### config.mk
export PLATFORM = sky130hd
export DESIGN_NAME = div_iter_unit_flat
export DESIGN_NICKNAME = d
export VERILOG_FILES = /design/src/rtl/cpu_defs_pkg.sv /design/src/rtl/div_iter_unit_if.sv /design/src/rtl/div_sub_step.sv /design/src/rtl/div_iter_unit.sv /design/src/flat_wrapper.sv
export SDC_FILE = /design/constraint.sdc
export NUM_CORES = 1
export LEC_CHECK = 0
export ABC_AREA = 1
export CAP_MARGIN = 20
export CORE_MARGIN = 3
export CORE_UTILIZATION = 64
export DETAILED_ROUTE_END_ITERATION = 10
export PLACE_DENSITY = 0.87
export REMOVE_ABC_BUFFERS = 1
export SYNTH_ARGS = -nofsm -noshare
export SYNTH_HDL_FRONTEND = slang
export SYNTH_HIERARCHICAL = 1
export SYNTH_SLANG_ARGS = --single-unit
### constraint.sdc
create_clock -name clk -period 8.1 [get_ports clk]
set_input_delay 1.215 -clock clk [delete_from_list [all_inputs] [get_ports clk]]
set_output_delay 1.215 -clock clk [all_outputs]
set_load 0.01 [all_outputs]
### src/rtl/cpu_defs_pkg.sv
// rtl/cpu_defs_pkg.sv - shared CPU execute-stage definitions used by the iterative divider
package cpu_defs_pkg;

    localparam int DIV_W = 32;

    // Divide-by-zero quotient is all ones; the pattern is uniform so any bit replicates to any width
    localparam logic [DIV_W-1:0] DIV_DBZ_QUOT = '1;

    typedef enum logic [1:0] {
        IDLE = 2'd0,
        CALC = 2'd1,
        DONE = 2'd2
    } div_state_t;

endpackage

### src/rtl/div_iter_unit_if.sv
// rtl/div_iter_unit_if.sv - request/result handshake bundle for div_iter_unit (flush with DIV_FLUSH_EN)
interface div_iter_unit_if #(
    parameter int WIDTH = 32
);
    logic             in_valid;
    logic             in_ready;
    logic [WIDTH-1:0] dividend;
    logic [WIDTH-1:0] divisor;
    logic             is_signed;
    logic             out_valid;
    logic             out_ready;
    logic [WIDTH-1:0] quotient;
    logic [WIDTH-1:0] remainder;
    logic             div_by_zero;
`ifdef DIV_FLUSH_EN
    logic             flush;

    modport master (
        output in_valid, dividend, divisor, is_signed, out_ready, flush,
        input  in_ready, out_valid, quotient, remainder, div_by_zero
    );
    modport slave (
        input  in_valid, dividend, divisor, is_signed, out_ready, flush,
        output in_ready, out_valid, quotient, remainder, div_by_zero
    );
`else
    modport master (
        output in_valid, dividend, divisor, is_signed, out_ready,
        input  in_ready, out_valid, quotient, remainder, div_by_zero
    );
    modport slave (
        input  in_valid, dividend, divisor, is_signed, out_ready,
        output in_ready, out_valid, quotient, remainder, div_by_zero
    );
`endif
endinterface

### src/rtl/div_sub_step.sv
// rtl/div_sub_step.sv - combinational WIDTH+1-bit trial subtract for one restoring-division step
module div_sub_step #(
    parameter int WIDTH = 32
) (
    input  logic [WIDTH:0]   part_rem_i,
    input  logic [WIDTH-1:0] divisor_i,
    output logic [WIDTH-1:0] diff_o,
    output logic             no_borrow_o
);

    // When no borrow occurs the true difference is below the divisor, so the low WIDTH bits are exact
    assign no_borrow_o = (part_rem_i >= {1'b0, divisor_i});
    assign diff_o      = part_rem_i[WIDTH-1:0] - divisor_i;

endmodule

### src/rtl/div_iter_unit.sv
// rtl/div_iter_unit.sv - radix-2 restoring divider, RISC-V semantics; DIV_FLUSH_EN adds a flush input
module div_iter_unit
    import cpu_defs_pkg::*;
#(
    parameter int WIDTH = DIV_W
) (
    input logic           clk,
    input logic           rst,
    div_iter_unit_if.slave div
);

    localparam int CNT_W = $clog2(WIDTH) + 1;

    div_state_t       state_q, state_d;
    logic [CNT_W-1:0] cnt_q, cnt_d;
    logic [WIDTH-1:0] rem_q, rem_d;
    logic [WIDTH-1:0] dvd_q, dvd_d;
    logic [WIDTH-1:0] dvs_q, dvs_d;
    logic [WIDTH-1:0] quot_q, quot_d;
    logic [WIDTH-1:0] rout_q, rout_d;
    logic             neg_quot_q, neg_quot_d;
    logic             neg_rem_q, neg_rem_d;
    logic             dbz_q, dbz_d;

    logic             flush_w;
`ifdef DIV_FLUSH_EN
    assign flush_w = div.flush;
`else
    assign flush_w = 1'b0;
`endif

    logic             accept;
    logic             last_iter;
    logic             sign_dd;
    logic             sign_dv;
    logic             is_dbz;
    logic             is_ovf;
    logic [WIDTH-1:0] mag_dd;
    logic [WIDTH-1:0] mag_dv;
    logic [WIDTH:0]   shifted;
    logic [WIDTH-1:0] step_diff;
    logic             step_nb;
    logic [WIDTH-1:0] q_next;
    logic [WIDTH-1:0] r_next;

    assign accept    = div.in_valid && (state_q == IDLE);
    assign last_iter = (cnt_q == CNT_W'(1));
    assign sign_dd   = div.is_signed && div.dividend[WIDTH-1];
    assign sign_dv   = div.is_signed && div.divisor[WIDTH-1];
    assign mag_dd    = sign_dd ? -div.dividend : div.dividend;
    assign mag_dv    = sign_dv ? -div.divisor : div.divisor;
    assign is_dbz    = (div.divisor == '0);
    assign is_ovf    = div.is_signed && (div.dividend == {1'b1, {(WIDTH-1){1'b0}}}) && (&div.divisor);

    // Dividend register shifts out its MSB into the remainder and collects quotient bits at the LSB
    assign shifted = {rem_q, dvd_q[WIDTH-1]};

    div_sub_step #(.WIDTH(WIDTH)) u_step (
        .part_rem_i  (shifted),
        .divisor_i   (dvs_q),
        .diff_o      (step_diff),
        .no_borrow_o (step_nb)
    );

    assign q_next = {dvd_q[WIDTH-2:0], step_nb};
    assign r_next = step_nb ? step_diff : shifted[WIDTH-1:0];

    always_ff @(posedge clk or posedge rst) begin
        if (rst) begin
            state_q <= IDLE;
        end else begin
            state_q <= state_d;
        end
    end

    always_comb begin
        state_d = state_q;
        case (state_q)
            IDLE: begin
                if (accept) begin
                    state_d = (is_dbz || is_ovf) ? DONE : CALC;
                end
            end
            CALC: begin
                if (flush_w) begin
                    state_d = IDLE;
                end else if (last_iter) begin
                    state_d = DONE;
                end
            end
            DONE: begin
                if (flush_w || div.out_ready) begin
                    state_d = IDLE;
                end
            end
            default: state_d = IDLE;
        endcase
    end

    always_comb begin
        div.in_ready    = (state_q == IDLE);
        div.out_valid   = (state_q == DONE);
        div.quotient    = quot_q;
        div.remainder   = rout_q;
        div.div_by_zero = dbz_q;
    end

    always_comb begin
        cnt_d      = cnt_q;
        rem_d      = rem_q;
        dvd_d      = dvd_q;
        dvs_d      = dvs_q;
        quot_d     = quot_q;
        rout_d     = rout_q;
        neg_quot_d = neg_quot_q;
        neg_rem_d  = neg_rem_q;
        dbz_d      = dbz_q;
        case (state_q)
            IDLE: begin
                if (accept) begin
                    dvd_d      = mag_dd;
                    dvs_d      = mag_dv;
                    neg_quot_d = sign_dd ^ sign_dv;
                    neg_rem_d  = sign_dd;
                    rem_d      = '0;
                    cnt_d      = CNT_W'(WIDTH);
                    dbz_d      = 1'b0;
                    if (is_dbz) begin
                        quot_d = {WIDTH{DIV_DBZ_QUOT[0]}};
                        rout_d = div.dividend;
                        dbz_d  = 1'b1;
                    end else if (is_ovf) begin
                        quot_d = div.dividend;
                        rout_d = '0;
                    end
                end
            end
            CALC: begin
                rem_d = r_next;
                dvd_d = q_next;
                cnt_d = cnt_q - CNT_W'(1);
                if (last_iter) begin
                    quot_d = neg_quot_q ? -q_next : q_next;
                    rout_d = neg_rem_q ? -r_next : r_next;
                end
            end
            default: ;
        endcase
    end

    always_ff @(posedge clk or posedge rst) begin
        if (rst) begin
            cnt_q      <= '0;
            rem_q      <= '0;
            dvd_q      <= '0;
            dvs_q      <= '0;
            quot_q     <= '0;
            rout_q     <= '0;
            neg_quot_q <= 1'b0;
            neg_rem_q  <= 1'b0;
            dbz_q      <= 1'b0;
        end else begin
            cnt_q      <= cnt_d;
            rem_q      <= rem_d;
            dvd_q      <= dvd_d;
            dvs_q      <= dvs_d;
            quot_q     <= quot_d;
            rout_q     <= rout_d;
            neg_quot_q <= neg_quot_d;
            neg_rem_q  <= neg_rem_d;
            dbz_q      <= dbz_d;
        end
    end

endmodule

### src/flat_wrapper.sv
// flat-port wrapper written by rule: the top's interface ports become plain ports
module div_iter_unit_flat import cpu_defs_pkg::*;
#(
    parameter int WIDTH = DIV_W
)
  (clk, rst, div_in_valid, div_dividend, div_divisor, div_is_signed, div_out_ready, div_in_ready, div_out_valid, div_quotient, div_remainder, div_div_by_zero);
  div_iter_unit_if #(.WIDTH(WIDTH)) div_i ();
  input logic clk;
  input logic rst;
  input wire logic [$bits(div_i.in_valid)-1:0] div_in_valid;
  input wire logic [$bits(div_i.dividend)-1:0] div_dividend;
  input wire logic [$bits(div_i.divisor)-1:0] div_divisor;
  input wire logic [$bits(div_i.is_signed)-1:0] div_is_signed;
  input wire logic [$bits(div_i.out_ready)-1:0] div_out_ready;
  output wire logic [$bits(div_i.in_ready)-1:0] div_in_ready;
  output wire logic [$bits(div_i.out_valid)-1:0] div_out_valid;
  output wire logic [$bits(div_i.quotient)-1:0] div_quotient;
  output wire logic [$bits(div_i.remainder)-1:0] div_remainder;
  output wire logic [$bits(div_i.div_by_zero)-1:0] div_div_by_zero;
  assign div_i.in_valid = div_in_valid;
  assign div_i.dividend = div_dividend;
  assign div_i.divisor = div_divisor;
  assign div_i.is_signed = div_is_signed;
  assign div_i.out_ready = div_out_ready;
  assign div_in_ready = div_i.in_ready;
  assign div_out_valid = div_i.out_valid;
  assign div_quotient = div_i.quotient;
  assign div_remainder = div_i.remainder;
  assign div_div_by_zero = div_i.div_by_zero;
  div_iter_unit #(.WIDTH(WIDTH)) u_core (.clk(clk), .rst(rst), .div(div_i));
endmodule
Yosys cells after proc, flatten, opt, wreduce, memory -nomap -nowiden
Index checks and enable logic that the tools add are counted. Widths: inputs -> output; s select.

$add $sub $neg: 6. Magnitude comparators: 1. Equality and inequality tests: 8. Multiplexer cells: 27. Bitwise logic cells: 1. Reduce and logical (&&, ||, !) cells: 14.

Operators by type and width (number): $mux 32 (15); $pmux 32 s2 (4); $neg 32->32 (4); $ge 33x32->1 (1); $eq 32x32->1 const B (1); $logic_not 32->1 (1); $reduce_and 32->1 (1); $sub 32x32->32 (1); $pmux 6 s2 (1); $mux 2 (4); $eq 6x1->1 const B (1); $mux 6 (1); $pmux 2 s3 (1); $sub 6x1->6 const B (1); $logic_and 1x1->1 (5); $ne 2x1->1 const B (2); $reduce_and 2->1 (2); $reduce_and 4->1 (1); $ne 3x1->1 const B (1); $reduce_and 3->1 (1); $eq 2x1->1 const B (1); $eq 2x2->1 const B (1); $logic_not 2->1 (1); $ne 2x2->1 const B (1); 4 further kinds (4).

Flip-flop bits (word level): 171. Bits of input ports: 69. Output and inout bits: 67. Word-level logic and storage cells: 67.

Depth between registers and ports, before layout
Depth after elaboration: 7. Mapped depth: 28.

By module
The synthesis kept the hierarchy.

By module, submodules not included: div_iter_unit (times used 1, cells each 1994, area an instance 12244.2 um^2, seq. area each 4279.1 um^2); div_sub_step (times used 1, cells each 561, area an instance 2608.8 um^2, seq. area each 0.0 um^2).

Worst setup path after synthesis
No wires, ideal clock.

Path type: reg-to-reg. Start: reg u_core.rem_q[2]. End: reg u_core.rout_q[6], in the netlist u_core/div.remainder[6]. Library setup time: 117 ps. Arrival time: 2841 ps. Data required time: 7983 ps. Setup slack: 5143 ps. Cell stages (with the launch flop): 27. Path buffers: 2. Period minus slack after synthesis: 2957 ps. Cells stage by stage: dfrtp_1 ha_1 nand2_1 inv_1 nand2_1 nand3_2 nand2_1 nand2_2 nand2_1 nand2_1 nand2_1 nand2_1 buf_6 buf_6 o21ai_0 inv_1 ha_1 nand2_1 nor2_1 nand2_1 inv_1 nor2_1 o21ai_0 o21ai_0 nand2_1 nand2_1 nand2_1.

Cells in the longest elaborated chain, start to end: 6. Elaborated cells between the ends (all ways): 7. Those cells by class: add/sub: 2; order compare: 1; mux: 4.

Ends and longest elaborated chain: start, declared (line div_iter_unit.sv:16) `logic [WIDTH-1:0] rem_q, rem_d;`; start signal, assigned (line div_iter_unit.sv:164) `rem_q <= rem_d;`; $ge 33x32->1 (*) (line div_sub_step.sv:12) `assign no_borrow_o = (part_rem_i >= {1'b0, divisor_i});`; net u_core.step_nb (line div_iter_unit.sv:42) `logic step_nb;`; $mux 32 (*) (line div_iter_unit.sv:66) `assign r_next = step_nb ? step_diff : shifted[WIDTH-1:0];`; $neg 32->32 (line div_iter_unit.sv:144) `rout_d = neg_rem_q ? -r_next : r_next;`; $mux 32 (*) (line div_iter_unit.sv:144); $mux 32 (*) (line div_iter_unit.sv:142) `if (last_iter) begin`; $pmux 32 s2 (*) (line div_iter_unit.sv:118) `case (state_q)`; end signal, assigned (line div_iter_unit.sv:168) `rout_q <= rout_d;`; end, declared (line div_iter_unit.sv:20) `logic [WIDTH-1:0] rout_q, rout_d;`.

Mark *: on every way through the listed nets, which the timed path passes. The rest lies on a longest branch. The select of a mux whose other input is x is not followed. A chain may end at the register's enable or synchronous reset.

Worst setup path after layout
Start: reg u_core.rem_q[9]. End: reg u_core.rout_q[14], in the netlist u_core/div.remainder[14].

Same word-level chain as after synthesis.

==> results.rst <==
.. list-table::
   :header-rows: 1

   * - Metric
     - Value
   * - Count of warnings emitted by yosys
     - 6
   * - Final-report setup violation count
     - 0
   * - Layout filler cell count
     - 1943
   * - Critical path cell sequence
     - ha_1, nand2_1, nand2_1, nand2_1, nand2_1, nand2_1, nand2_1, inv_1, nand2_1, nand2_1, nand2_1, inv_4, nand2_1, nand2_1, ha_1, nand2_1, nor2_1, nand2_1, o21ai_1, nand2_1, o21ai_0, nand2_1, nand2_1, nand2_1
   * - Count of vias placed by the detailed router
     - 17269
   * - Worst setup path startpoint
     - u_core/rem_q[9]$_DFFE_PP0P_
   * - Launch instance of the worst register-to-register path
     - u_core/rem_q[9]$_DFFE_PP0P_
   * - Port-buffer cells
     - 135
   * - Overall routed net length
     - 49.8 mm
   * - Final number of max-transition violations
     - 0
   * - Portion of the post-synthesis area used by sequential elements
     - 28.8%
   * - Slowest stage delay, CP
     - 0.59 ns
   * - Post-DRT Antenna Nets
     - 0
   * - Worst-case reg-to-reg path depth
     - 24
   * - Critical Path Source Type
     - flop
   * - CTS H-Tree Depth
     - 4
   * - Ant diodes
     - 0
   * - Via count of the first global-routing pass
     - 15778
   * - Post-synthesis sequential element count
     - 171
   * - Clock-pin slew reported for the worst setup and hold paths after clock tree synthesis
     - 0.08 ns
   * - Worst-case clock skew
     - 0.0206 ns
   * - Number of nets in the layout
     - 2742
   * - Endpoint of the most critical register-to-register path
     - u_core/div.remainder[14]$_DFFE_PP0P_
   * - Post-synthesis instance area
     - 0.0149 sq mm
   * - Setup TNS
     - 0 ns
   * - Initial standard-cell utilization of the core
     - 65.4%
   * - Total of max-cap violations
     - 0
   * - Transition time of the tightest slew-check pin
     - 0.984 ns
   * - GRT Total Usage
     - 39.4%
   * - Leakage power
     - 9.06 nW
   * - HP Class
     - flop to flop
   * - Peak fanout along the critical path
     - 45
   * - Post-layout utilization of the core
     - 74.4%
   * - Library cell used as clock root buffer
     - clkbuf_16
   * - Fraction of synthesis flops using an asynchronous set or reset pin
     - 100%
   * - Number of DRC violations after detailed routing
     - 0
   * - Postcts setup bufs
     - 0
   * - Cell with the most instances after synthesis
     - nand2_1
   * - Insertion delay of the later-clocked pin in the worst-skew pair
     - 0.45 ns
   * - Final hold violation count
     - 0
   * - Per-cell via count in the routed design
     - 5.89
   * - Pin count of the biggest net entering global routing
     - 93
   * - Chip height
     - 158 um
   * - Unrepaired setup endpoints after global routing
     - false
   * - CTS tree
     - yes
   * - Post-Syn Area per Cell
     - 5.81 sq um
   * - Number of standard-cell rows in the floorplan
     - 55
   * - Drt first pass iters
     - 8
   * - Initial antenna violation count
     - 1
   * - Boundary Pins
     - 136
   * - Count of placed standard cells including taps
     - 2897
   * - Hold buffer count at CTS
     - 0
   * - Area share of the largest cell type after synthesis
     - 28.8%
   * - Gp weighted congestion
     - 1.01
   * - Fraction of layout instances using a drive strength above 1
     - 3.21%
   * - Category of cells accounting for the largest share of critical-path delay
     - simple AND/OR/NAND/NOR gates
   * - Slowest cell on the critical path
     - inv_4
   * - 1st-iter DRT viols
     - 2270
   * - Type of the setup path with the least slack
     - flop to flop
   * - Tcrit/Tclk final
     - 55.0%
   * - Crit end category
     - flop
   * - Power density over the cells
     - 459 mW/mm^2
   * - Peak supply drop
     - 648 uV
   * - Post-place instance area
     - 0.0162 sq mm
   * - Number of enable-type register cells in the synthesized netlist
     - 0
   * - Number of gates resized after cts
     - 0
   * - Final worst-path setup slack
     - 3.64 ns
   * - Max Root-Sink Buffers
     - 2
   * - Critical path depth
     - 24
   * - Multi-input gate area in the final layout
     - 0.00879 sq mm
   * - Slew headroom
     - 34.2%
   * - Footprint of the flip-flops and latches
     - 0.00428 sq mm
   * - Cell types occupying the most area after synthesis
     - dfrtp_1 (29%), nand2_1 (24%), inv_1 (9.1%)
   * - Final Instance Count excl. Fillers
     - 2931
   * - Register-to-register path setup slack
     - 3.64 ns
   * - HPWL reported at the end of detailed placement
     - 37.1 mm
   * - Data required time of the critical path
     - 8.42 ns
   * - Routed wirelength normalized by instance count
     - 17.0 um
   * - Leading cell types by count after synthesis
     - nand2_1 (945), inv_1 (362), nor2_1 (302)
   * - Worst Path Arrival
     - 4.78 ns
   * - Cell variety after synth
     - 44
   * - Combined buffer and inverter count along the critical path
     - 2
   * - Global-route wire length before repair
     - 78.7 mm
   * - GR Overflow Total
     - 0
   * - Worst slack at placement
     - 3.56 ns
   * - Area of the placeable core
     - 0.0227 sq mm
   * - Clock sink count
     - 171
   * - Area of all placed cells without fillers
     - 0.0169 sq mm
   * - Total power draw
     - 7.76 mW
   * - Status
     - finished clean
   * - Final period demand of the worst path
     - 4.46 ns
   * - Clock buffer count from CTS
     - 17
   * - Worst setup endpoint
     - u_core/div.remainder[14]$_DFFE_PP0P_
   * - Area overhead of the layout relative to synthesis
     - 13.8%
   * - Most area-hungry cell type in the Yosys netlist
     - dfrtp_1
   * - Maximum frequency from static timing analysis
     - 224 MHz
   * - Hold slack final
     - 0.485 ns
   * - Most common cell on crit path
     - nand2_1
   * - Floorplan die width
     - 158 um
   * - Gate Count Post-Synth
     - 2555
   * - Most used flip-flop cell after synthesis
     - dfrtp_1
   * - Floorplan die area
     - 0.0251 sq mm
kinds of logic after synthesis:
group                    share of synthesized area (%)
flip-flops                                        28.8
AO/OA/AOI/OAI                                     11.7
buffers and inverters                             12.1
adder cells (fa/ha/maj)                           3.42
XOR/XNOR                                          1.89
AND/OR/NAND/NOR                                   42.1
metal layers:
layer	global-route usage (%)	wire length, um	vias to the layer above
met5	0	0	-
met4	15.2	1780	0
met3	7.26	5920	147
met2	61.1	22100	1100
met1	54.9	20100	7854
li1	-	-	8168
flip-flops by register name, summed over array words and instances (netlist names):
signal                  flops
u_core/div.remainder       32
u_core/div.quotient        32
u_core/dvd_q               32
u_core/dvs_q               32
u_core/neg_quot_q           1
u_core/cnt_q                6
u_core/state_q              2
u_core/rem_q               32
u_core/div.div_by_zero      1
u_core/neg_rem_q            1
worst min-delay path by stage:
stage	from	endpoint	slack [ns]	depth (start not counted)
after global placement	u_core/div.remainder[6]$_DFFE_PP0P_	u_core/div.remainder[6]$_DFFE_PP0P_	0.46	2
final	u_core/div.quotient[21]$_DFFE_PP0P_	u_core/div.quotient[21]$_DFFE_PP0P_	0.48	2
after floorplan	u_core/dvs_q[15]$_DFFE_PP0P_	u_core/dvs_q[15]$_DFFE_PP0P_	0.45	2
after CTS	u_core/div.remainder[1]$_DFFE_PP0P_	u_core/div.remainder[1]$_DFFE_PP0P_	0.48	2
after detailed placement	u_core/div.quotient[21]$_DFFE_PP0P_	u_core/div.quotient[21]$_DFFE_PP0P_	0.46	2
after global routing	u_core/div.quotient[21]$_DFFE_PP0P_	u_core/div.quotient[21]$_DFFE_PP0P_	0.50	2
layout by cell type, fill, tap and decap left out, types with 2 or more instances in the layout:
master,instances
nor3_1,16
nor2_2,8
inv_6,5
clkbuf_16,17
nor2_1,301
o21ai_0,191
or2_2,5
a22oi_1,5
nand4_1,37
a31oi_1,6
o21ai_2,2
a21oi_1,64
inv_8,4
o21a_1,6
a21o_1,3
nor4_1,2
a32oi_1,2
nand3b_1,3
bufinv_16,2
xor2_1,31
dfrtp_1,171
o31ai_1,4
inv_1,360
clkinv_2,3
clkdlybuf4s50_1,135
o211ai_1,5
nand2_2,11
nand3_1,200
o22ai_1,21
nor2_4,3
ha_1,39
nand2_1,944
o21ai_1,6
buf_4,13
inv_4,2
o2111ai_1,3
nand3_2,3
worst register-to-register path, delay by kind of cell, from the launching register on:
kind            cells  cell delay [ns]
buf+inv             2             0.68
flops               1             0.45
simple gates       18             2.11
compound gates      2             0.47
fa+ha+maj           2             0.65
layout make-up:
type	instances	share of cell area (%)
Multi-Input combinational cell	1929	52.0
Sequential cell	171	25.3
Timing Repair Buffer	150	8.85
Inverter	364	8.14
Clock buffer	17	2.52
Tap cell	285	2.11
Clock inverter	15	1.07
power by group:
group / switching, mW / leakage, nW / total (mW) / internal, mW
registers: 0.272 / 2.13 / 1.50 / 1.23
logic: 3.71 / 6.63 / 5.39 / 1.68
clock network: 0.403 / 0.303 / 0.872 / 0.469
Note: power is estimated with default switching activity, not from simulation.
